--- config.mk ---
export PLATFORM = sky130hd
export DESIGN_NAME = agc_core
export DESIGN_NICKNAME = d
export VERILOG_FILES = /design/src/rtl/agc_pkg.sv /design/src/rtl/agc_ones_add.sv /design/src/rtl/agc_core.sv
export SDC_FILE = /design/constraint.sdc
export NUM_CORES = 1
export LEC_CHECK = 0
export CORE_MARGIN = 1.5
export CORE_UTILIZATION = 47
export CTS_BUF_LIST = sky130_fd_sc_hd__clkbuf_8 sky130_fd_sc_hd__clkbuf_16
export CTS_CLUSTER_DIAMETER = 200
export CTS_CLUSTER_SIZE = 30
export DETAILED_ROUTE_END_ITERATION = 7
export PLACE_DENSITY = 0.79
export SYNTH_ARGS = -nofsm -noshare
export SYNTH_HDL_FRONTEND = slang
export SYNTH_HIERARCHICAL = 1
export SYNTH_SLANG_ARGS = --single-unit
--- constraint.sdc ---
create_clock -name clock -period 5.2 [get_ports clock]
set_clock_uncertainty 0.1 [all_clocks]
set_input_delay 0.52 -clock clock [delete_from_list [all_inputs] [get_ports clock]]
set_output_delay 0.52 -clock clock [all_outputs]
set_load 0.01 [all_outputs]
--- src/rtl/agc_pkg.sv ---
// AGC core shared types and constants.
// Opcode, sub-opcode and sequencer state encodings live here.
package agc_pkg;

  typedef enum logic [2:0] {
    OP_TC   = 3'd0,
    OP_CA   = 3'd1,
    OP_CS   = 3'd2,
    OP_AD   = 3'd3,
    OP_MASK = 3'd4,
    OP_TS   = 3'd5,
    OP_BZF  = 3'd6,
    OP_EXT  = 3'd7
  } opcode_e;

  typedef enum logic [2:0] {
    SUB_HALT  = 3'd0,
    SUB_READ  = 3'd1,
    SUB_WRITE = 3'd2
  } subop_e;

  typedef enum logic [1:0] {
    ST_FETCH,
    ST_DECODE,
    ST_EXEC,
    ST_HALTED
  } state_e;

  localparam logic [11:0] RESET_PC       = 12'h800;
  localparam logic [11:0] ERASABLE_LIMIT = 12'h400;
  localparam logic [14:0] MINUS_ZERO     = 15'h7FFF;

  function automatic logic is_erasable(input logic [11:0] k);
    return k < ERASABLE_LIMIT;
  endfunction

endpackage

--- src/rtl/agc_ones_add.sv ---
// 15-bit ones'-complement adder.
// The carry out of bit 14 is folded back into bit 0.
module agc_ones_add
  import agc_pkg::*;
(
  input  logic [14:0] a,
  input  logic [14:0] b,
  output logic [14:0] sum
);

  logic [15:0] raw;

  assign raw = {1'b0, a} + {1'b0, b};
  assign sum = raw[14:0] + {14'd0, raw[15]};

endmodule

--- src/rtl/agc_core.sv ---
// Minimal AGC-style accumulator core.
// Three-cycle fetch/decode/exec sequencer over synchronous memories.
module agc_core
  import agc_pkg::*;
(
  input  logic        clock,
  input  logic        reset,
  input  logic [14:0] ROM_pc_data,
  input  logic [14:0] ROM_constant_data,
  input  logic [14:0] RAM_read_data,
  input  logic [14:0] IO_read_data,
  output logic [13:0] ROM_pc_address,
  output logic [13:0] ROM_constant_address,
  output logic [10:0] RAM_read_address,
  output logic [10:0] RAM_write_address,
  output logic [14:0] RAM_write_data,
  output logic        RAM_write_en,
  output logic [2:0]  IO_read_sel,
  output logic [2:0]  IO_write_sel,
  output logic [14:0] IO_write_data,
  output logic        IO_write_en,
  output logic        stall,
  output logic        halt
);

  state_e      state_q, state_d;
  logic [11:0] pc_q, pc_d;
  logic [14:0] a_q, a_d;
  logic [14:0] ir_q, ir_d;

  opcode_e     op;
  logic [2:0]  subop;
  logic [11:0] k;
  logic [11:0] dk;
  logic        k_erasable;
  logic [14:0] m;
  logic [14:0] ad_sum;

  assign op         = opcode_e'(ir_q[14:12]);
  assign subop      = ir_q[11:9];
  assign k          = ir_q[11:0];
  assign dk         = ROM_pc_data[11:0];
  assign k_erasable = is_erasable(k);
  assign m          = k_erasable ? RAM_read_data : ROM_constant_data;

  agc_ones_add u_add (
    .a   (a_q),
    .b   (m),
    .sum (ad_sum)
  );

  always_ff @(posedge clock or posedge reset) begin
    if (reset) begin
      state_q <= ST_FETCH;
      pc_q    <= RESET_PC;
      a_q     <= 15'd0;
      ir_q    <= 15'd0;
    end else begin
      state_q <= state_d;
      pc_q    <= pc_d;
      a_q     <= a_d;
      ir_q    <= ir_d;
    end
  end

  always_comb begin
    state_d              = state_q;
    pc_d                 = pc_q;
    a_d                  = a_q;
    ir_d                 = ir_q;
    ROM_pc_address       = {2'b00, pc_q};
    ROM_constant_address = 14'd0;
    RAM_read_address     = 11'd0;
    RAM_write_address    = 11'd0;
    RAM_write_data       = 15'd0;
    RAM_write_en         = 1'b0;
    IO_read_sel          = 3'd0;
    IO_write_sel         = 3'd0;
    IO_write_data        = 15'd0;
    IO_write_en          = 1'b0;
    stall                = 1'b0;
    halt                 = 1'b0;

    unique case (state_q)
      ST_FETCH: state_d = ST_DECODE;

      // Operand address comes straight from the fetched word,
      // so data is ready by EXEC.
      ST_DECODE: begin
        ir_d        = ROM_pc_data;
        state_d     = ST_EXEC;
        IO_read_sel = dk[2:0];
        if (is_erasable(dk))
          RAM_read_address = {1'b0, dk[9:0]};
        else
          ROM_constant_address = {2'b00, dk};
      end

      ST_EXEC: begin
        state_d = ST_FETCH;
        pc_d    = pc_q + 12'd1;
        unique case (op)
          OP_TC:   pc_d = k;
          OP_CA:   a_d  = m;
          OP_CS:   a_d  = ~m;
          OP_AD:   a_d  = ad_sum;
          OP_MASK: a_d  = a_q & m;
          OP_TS: begin
            if (k_erasable) begin
              RAM_write_en      = 1'b1;
              RAM_write_address = {1'b0, k[9:0]};
              RAM_write_data    = a_q;
            end
          end
          OP_BZF: begin
            if (a_q == 15'd0 || a_q == MINUS_ZERO)
              pc_d = k;
          end
          OP_EXT: begin
            case (subop)
              SUB_HALT: begin
                state_d = ST_HALTED;
                pc_d    = pc_q;
              end
              SUB_READ:  a_d = IO_read_data;
              SUB_WRITE: begin
                IO_write_en   = 1'b1;
                IO_write_sel  = k[2:0];
                IO_write_data = a_q;
              end
              default: ;
            endcase
          end
        endcase
      end

      ST_HALTED: begin
        stall = 1'b1;
        halt  = 1'b1;
      end
    endcase
  end

endmodule

Word-level counts from Yosys, hierarchy flattened
Index checks and enable logic that the tools add are counted.
{"block": "word_totals", "word_cells": 68, "input_bits": 62, "reg_bits": 44}
{"block": "classes", "muxes": 33, "reduce_logical": 9, "addsub": 3, "n_eq_ne": 15, "order_cmp": 2, "bitwise_logic": 2}
{"op": "$mux W15", "count": 8}
{"op": "$pmux W15 S5", "count": 1}
{"op": "$mux W10", "count": 5}
{"op": "$mux W12", "count": 4}
{"op": "$pmux W12 S3", "count": 1}
{"op": "$lt A12 B11 Y1 const B", "count": 2}
{"op": "$add A15 B15 Y16", "count": 1}
{"op": "$add A15 B1 Y15", "count": 1}
{"op": "$and A15 B15 Y15", "count": 1}
{"op": "$eq A15 B15 Y1 const B", "count": 1}
{"op": "$logic_not A15 Y1", "count": 1}
{"op": "$not A15 Y15", "count": 1}
{"op": "$add A12 B1 Y12 const B", "count": 1}
{"op": "$eq A3 B3 Y1 const B", "count": 4}
{"op": "$mux W3", "count": 4}
{"op": "$eq A3 B2 Y1 const B", "count": 3}
{"op": "$mux W1", "count": 7}
{"op": "$eq A3 B1 Y1 const B", "count": 2}
{"op": "$logic_not A3 Y1", "count": 2}
{"op": "$pmux W2 S3", "count": 1}
{"op": "$reduce_bool A5 Y1", "count": 1}
{"op": "$eq A2 B2 Y1 const B", "count": 2}
{"op": "$mux W2", "count": 2}
{"op": "$ne A2 B2 Y1 const B", "count": 2}
{"op": "other kinds (6)", "count": 6}

Logic depth before layout (Yosys ltp)
{"block": "depth", "word_depth": 5, "depth_mapped": 24, "mapped_depth_nobuf": 21}

Cells and area by module
Netlist, hierarchy kept.
{"mod": "agc_core", "cells_each": 455, "n_inst": 1, "area_each_um2": 3607.2, "seq_area_each_um2": 1102.3}
{"mod": "agc_ones_add", "cells_each": 123, "n_inst": 1, "area_each_um2": 937.1, "seq_area_each_um2": 0.0}

Worst setup path after synthesis
OpenSTA, ideal clock, no wires.
{"block": "synth_path", "path_kind": "register to register", "start": "register ir_q[11]", "end": "register a_q[14]", "arrival_time_ns": 4.305, "t_required_ns": 4.959, "slack_ns": 0.655, "setup_time_ns": 0.141, "stages_incl_launch_ff": 24, "synth_period_minus_slack_ns": 4.545, "path_cell_list": "dfrtp_1 > buf_2 > nor2_4 > buf_4 > mux2i_1 > inv_1 > ha_1 > buf_4 > a211o_1 > o31ai_1 > o21a_1 > o21ai_0 > a21o_1 > a21o_1 > ha_1 > ha_1 > and4_2 > and2_2 > nand4_1 > xnor2_1 > nand2_1 > o21ai_0 > o22ai_1 > a31oi_1"}
{"block": "synth_between", "elab_chain_len": 5}
{"element": "from (decl)", "line": "agc_core.sv:29", "source": "logic [14:0] ir_q, ir_d;"}
{"element": "from (signal assigned)", "line": "agc_core.sv:62", "source": "ir_q <= ir_d;"}
{"element": "$lt A12 B11 Y1", "line": "agc_pkg.sv:34", "source": "return k < ERASABLE_LIMIT;"}
{"element": "$mux W15", "line": "agc_core.sv:44", "source": "assign m = k_erasable ? RAM_read_data : ROM_constant_data;"}
{"element": "via m[6]", "line": "agc_core.sv:36", "source": "logic [14:0] m;"}
{"element": "$add A15 B15 Y16", "line": "agc_ones_add.sv:13", "source": "assign raw = {1'b0, a} + {1'b0, b};"}
{"element": "$add A15 B1 Y15", "line": "agc_ones_add.sv:14", "source": "assign sum = raw[14:0] + {14'd0, raw[15]};"}
{"element": "via ad_sum[14]", "line": "agc_core.sv:37", "source": "logic [14:0] ad_sum;"}
{"element": "$pmux W15 S5", "line": "agc_core.sv:102", "source": "unique case (op)"}
{"element": "to (signal assigned)", "line": "agc_core.sv:56", "source": "a_q <= 15'd0;"}
{"element": "to (signal assigned)", "line": "agc_core.sv:61", "source": "a_q <= a_d;"}
{"element": "to (decl)", "line": "agc_core.sv:28", "source": "logic [14:0] a_q, a_d;"}
The timed path passes the listed nets, and every way through them passes these cells.
A chain may end at the register's enable or synchronous reset.

Worst setup path after layout
Same ends and word-level chain as after synthesis.

==> impl_results.md <==
- Status: finished clean
- DRT antenna net count: 0
- Total track usage: ~29%
- Static leakage: approximately 0.0025 uW
- Worst slack at placement: 351 ps
- Ports: around 150
- Vias per cell: ~5.9
- Initial antenna violation count: 0
- Min-Delay Path Class: register to register
- Area leader, netlist: dfrtp_1
- Clk_lat worst skew: 310 ps
- Cells after Synth: between 500 and 600
- P&R area growth vs syn: 35.0%
- Starting Density: between 40% and 50%
- Most used cell, CP: ha_1
- Async set-reset flop share out of synthesis: 100%
- Die ar.: 0.0103 mm2
- Placed insts: 821
- H-tree levels: 2
- Fmax: 208 MHz
- Synth area leaders: dfrtp_1 24%, and2_1 6.5%, ha_1 6.1%
- Fin worst setup slack: between 400 and 500 ps
- RSZ-0062 raised after global routing: false
- Post-route DRC: 0
- Part of the power in registers: around a fifth
- Least-Margin Pin Slew: 1010 ps
- Non-filler cells, final: between 800 and 900
- Crit path max-delay cell type: dfrtp_1
- Combinational share of power: 73.4%
- Total wire length: ~15 mm
- Power Internal: between 1500 and 2000 uW
- CTS tree: built
- Worst setup EP type: register
- Die Ht: 101 um
- Final nets: between 700 and 800
- Cell chosen for the clock root: clkbuf_8
- Pwr/cell area: 599 mW/mm2
- MaxCap Viol Count: 0
- Max Buffers Root-to-Sink: 2
- Syn Area/Cell: approximately 7.9 um2
- Yosys warns: 6
- Drt pass-1 iters: 5
- Die extent in x: around 100 um
- Final period utilization: 92.2%
- Vias in the first global route: roughly 4700
- Clock-pin transition on the worst setup and hold timing paths: ~90 ps
- CP peak stage delay: 520 ps
- Post-CTS Resized: 0
- TritonCTS buffer count: 5
- Crit-path cells: nor2_4, buf_12, buf_12, mux2i_1, inv_1, ha_1, a211oi_1, nor2_1, o31ai_1, o21a_1, o21ai_0, a21o_1, a21o_1, ha_1, ha_1, and4_2, and2_2, nand4_1, xnor2_1, nand2_1, o21ai_0, o22ai_1, a31oi_1
- Mapped Area: between 0.004 and 0.005 mm2
- Post-synth EDFFs: 0
- Min Clock Period, post-route: 4800 ps
- Crit-path max FO: 9
- First-pass GRT wire length: approximately 24 mm
- WP data required: 5250 ps
- Crit path max-delay family: compound AO/OA/AOI/OAI gates
- Share of layout cells above drive strength 1: 5.97%
- Worst rel slew slack: between 30 and 40%
- Row count: 35
- Top cell type's share of synthesized area: approximately a quarter
- Setup-failing EPs final: 0
- WP buf/inv: 3
- Startpoint types: register
- Grt ovf: 0
- DPL Wire Length: roughly 11 mm
- Kind of critical path: register to register
- TNS Setup: 0 ps
- Critical Path AT: approximately 4900 ps
- # port buffers: approximately 150
- Yosys reg bits: between 40 and 50
- Maximum vdd ir drop: between 300 and 400 uV
- Final Hold Vio Count: 0
- Largest net degree at the start of global routing: between 40 and 50
- Seq/Total Area, Yosys: between 20% and 30%
- N_diodes: 0
- Switching Share: between 50% and 60%
- Clock group share of total power: under 10%
- Detail-routed net length per standard cell: between 15 and 20 um
- Clock sinks: 44
- Slew Viols, Final: 0
- Yosys cell types: around 70
- DR vias: roughly 5000
- Synth Flop Type: dfrtp_1
- Detailed router's first-iteration violation count: 300
- P_sw: approximately 1900 uW
- Gpl congestion: just over 0.9
- Cts hold-fix bufs: 0
- Core box area: about 0.0093 mm2
[logic make-up after synthesis]
family | Yosys count | synth area share (%)
buffers and inverters | 80 | 8.18
AO/OA/AOI/OAI | 152 | 23.8
AND/OR/NAND/NOR | 226 | 26.0
XOR/XNOR | 24 | 4.79
multiplexers | 28 | 6.30
adder cells (fa/ha/maj) | 23 | 6.50
flip-flops | 44 | 24.3
other | 1 | 0.0825
[synth_stat cells (all sizes together), types with 2 or more instances]
cell type	number
o221ai	8
a22o	2
inv	37
o311ai	7
or2	2
mux2	5
clkbuf	20
a211oi	4
mux2i	23
o211a	2
a31oi	16
nand3	12
o21a	3
a211o	3
buf	23
o31ai	3
nor2	50
nand2b	4
xor2	7
o32a	2
nor3	13
o22a	8
a21oi	13
o21ai	41
and3	4
dfrtp	43
a21boi	2
nand2	54
nor4	9
a21o	3
ha	22
and4	3
o31a	2
o2bb2ai	8
and2	48
o22ai	9
o211ai	11
xnor2	17
nand4	15
or4	3
nor2b	3
[metrics by stage]
step	power [uW]	utilization (%)	cell area, um2	hold WS (ps)
6_report	3680	65.8	6140	438
2_1_floorplan	2650	-	4560	408
4_1_cts	3580	65.2	6080	428
3_3_place_gp	3260	64.3	6000	400
3_5_place_dp	3340	64.3	6000	414
5_1_grt	3950	65.8	6140	484
[area by class of cell]
cell class | count | area [um2]
timing repair buffer | 156 | 1560
clock buffer | 5 | 68.8
multi-input combinational | 459 | 3090
fill | 816 | 3190
sequential | 44 | 1100
clock inverter | 3 | 16.3
tap | 129 | 161
inverter | 37 | 139
[what timing repair did]
| item | 4_1_cts | 5_1_grt |
|---|---|---|
| setup buffers | 0 | 4 |
| endpoints found under the hold margin | 0 | 0 |
| endpoints found under the setup margin | 0 | 1 |
[path summary, 6_finish.rpt]
kind	cells after the start	from	slack [ps]	endpoint
max	23	ir_q[11]$_DFFE_PP0P_	400	a_q[14]$_DFFE_PP0P_
min	2	pc_q[11]$_DFFE_PP1P_	440	pc_q[11]$_DFFE_PP1P_
max reg2reg	23	ir_q[11]$_DFFE_PP0P_	400	a_q[14]$_DFFE_PP0P_
min reg2reg	2	pc_q[11]$_DFFE_PP1P_	440	pc_q[11]$_DFFE_PP1P_
max in group asynchronous	3	reset	4030	a_q[14]$_DFFE_PP0P_
min in group asynchronous	3	reset	570	ir_q[8]$_DFFE_PP0P_
[power by group through the flow]
stage | clock [uW] | combinational (uW) | sequential [uW]
after floorplan | 0 | 2000 | 651
after global placement | 0 | 2520 | 741
after detailed placement | 0 | 2590 | 755
after CTS | 226 | 2610 | 748
after global routing | 239 | 2940 | 779
final | 224 | 2700 | 754
[metal layers]
layer | up-vias | GRT usage (%) | part of all wire [%]
met2 | 256 | 48.2 | 47
met4 | 0 | 9.29 | 1.7
met1 | 2306 | 39.0 | 43
li1 | 2322 | - | -
met3 | 23 | 3.04 | 7.8
met5 | - | 0 | 0
[worst reg2reg max path: stages (launching register included)]
cell and delay [ps]:
dfrtp_1 520, nor2_4 160, buf_12 150, buf_12 110, mux2i_1 310, inv_1 110, ha_1 230, a211oi_1 260
nor2_1 100, o31ai_1 340, o21a_1 230, o21ai_0 190, a21o_1 220, a21o_1 180, ha_1 200, ha_1 230
and4_2 200, and2_2 200, nand4_1 120, xnor2_1 80, nand2_1 60, o21ai_0 80, o22ai_1 160, a31oi_1 100
[state kept, by name (all words and copies together), names as in the netlist]
name     flops
ir_q        15
a_q         15
pc_q        12
state_q      2
[layout by cell type (no fill, tap or decap), drive strengths merged, types with 4 or more instances in the layout]
cell | netlist | layout
a31oi | 16 | 16
o21ai | 41 | 41
mux2 | 5 | 5
nor2 | 50 | 50
o22a | 8 | 8
a211oi | 4 | 4
o221ai | 8 | 8
xor2 | 7 | 7
dfrtp | 43 | 43
nor3 | 13 | 13
o211ai | 11 | 11
clkbuf | 20 | 5
nand2b | 4 | 4
a21oi | 13 | 13
and2 | 48 | 48
o311ai | 7 | 7
xnor2 | 17 | 17
o22ai | 9 | 9
conb | 1 | 6
buf | 23 | 11
clkdlybuf4s50 | 0 | 145
and3 | 4 | 4
nor4 | 9 | 9
nand3 | 12 | 12
inv | 37 | 38
o2bb2ai | 8 | 8
ha | 22 | 22
nand4 | 15 | 15
mux2i | 23 | 23
nand2 | 54 | 54
(Power assumes the default switching activity.)
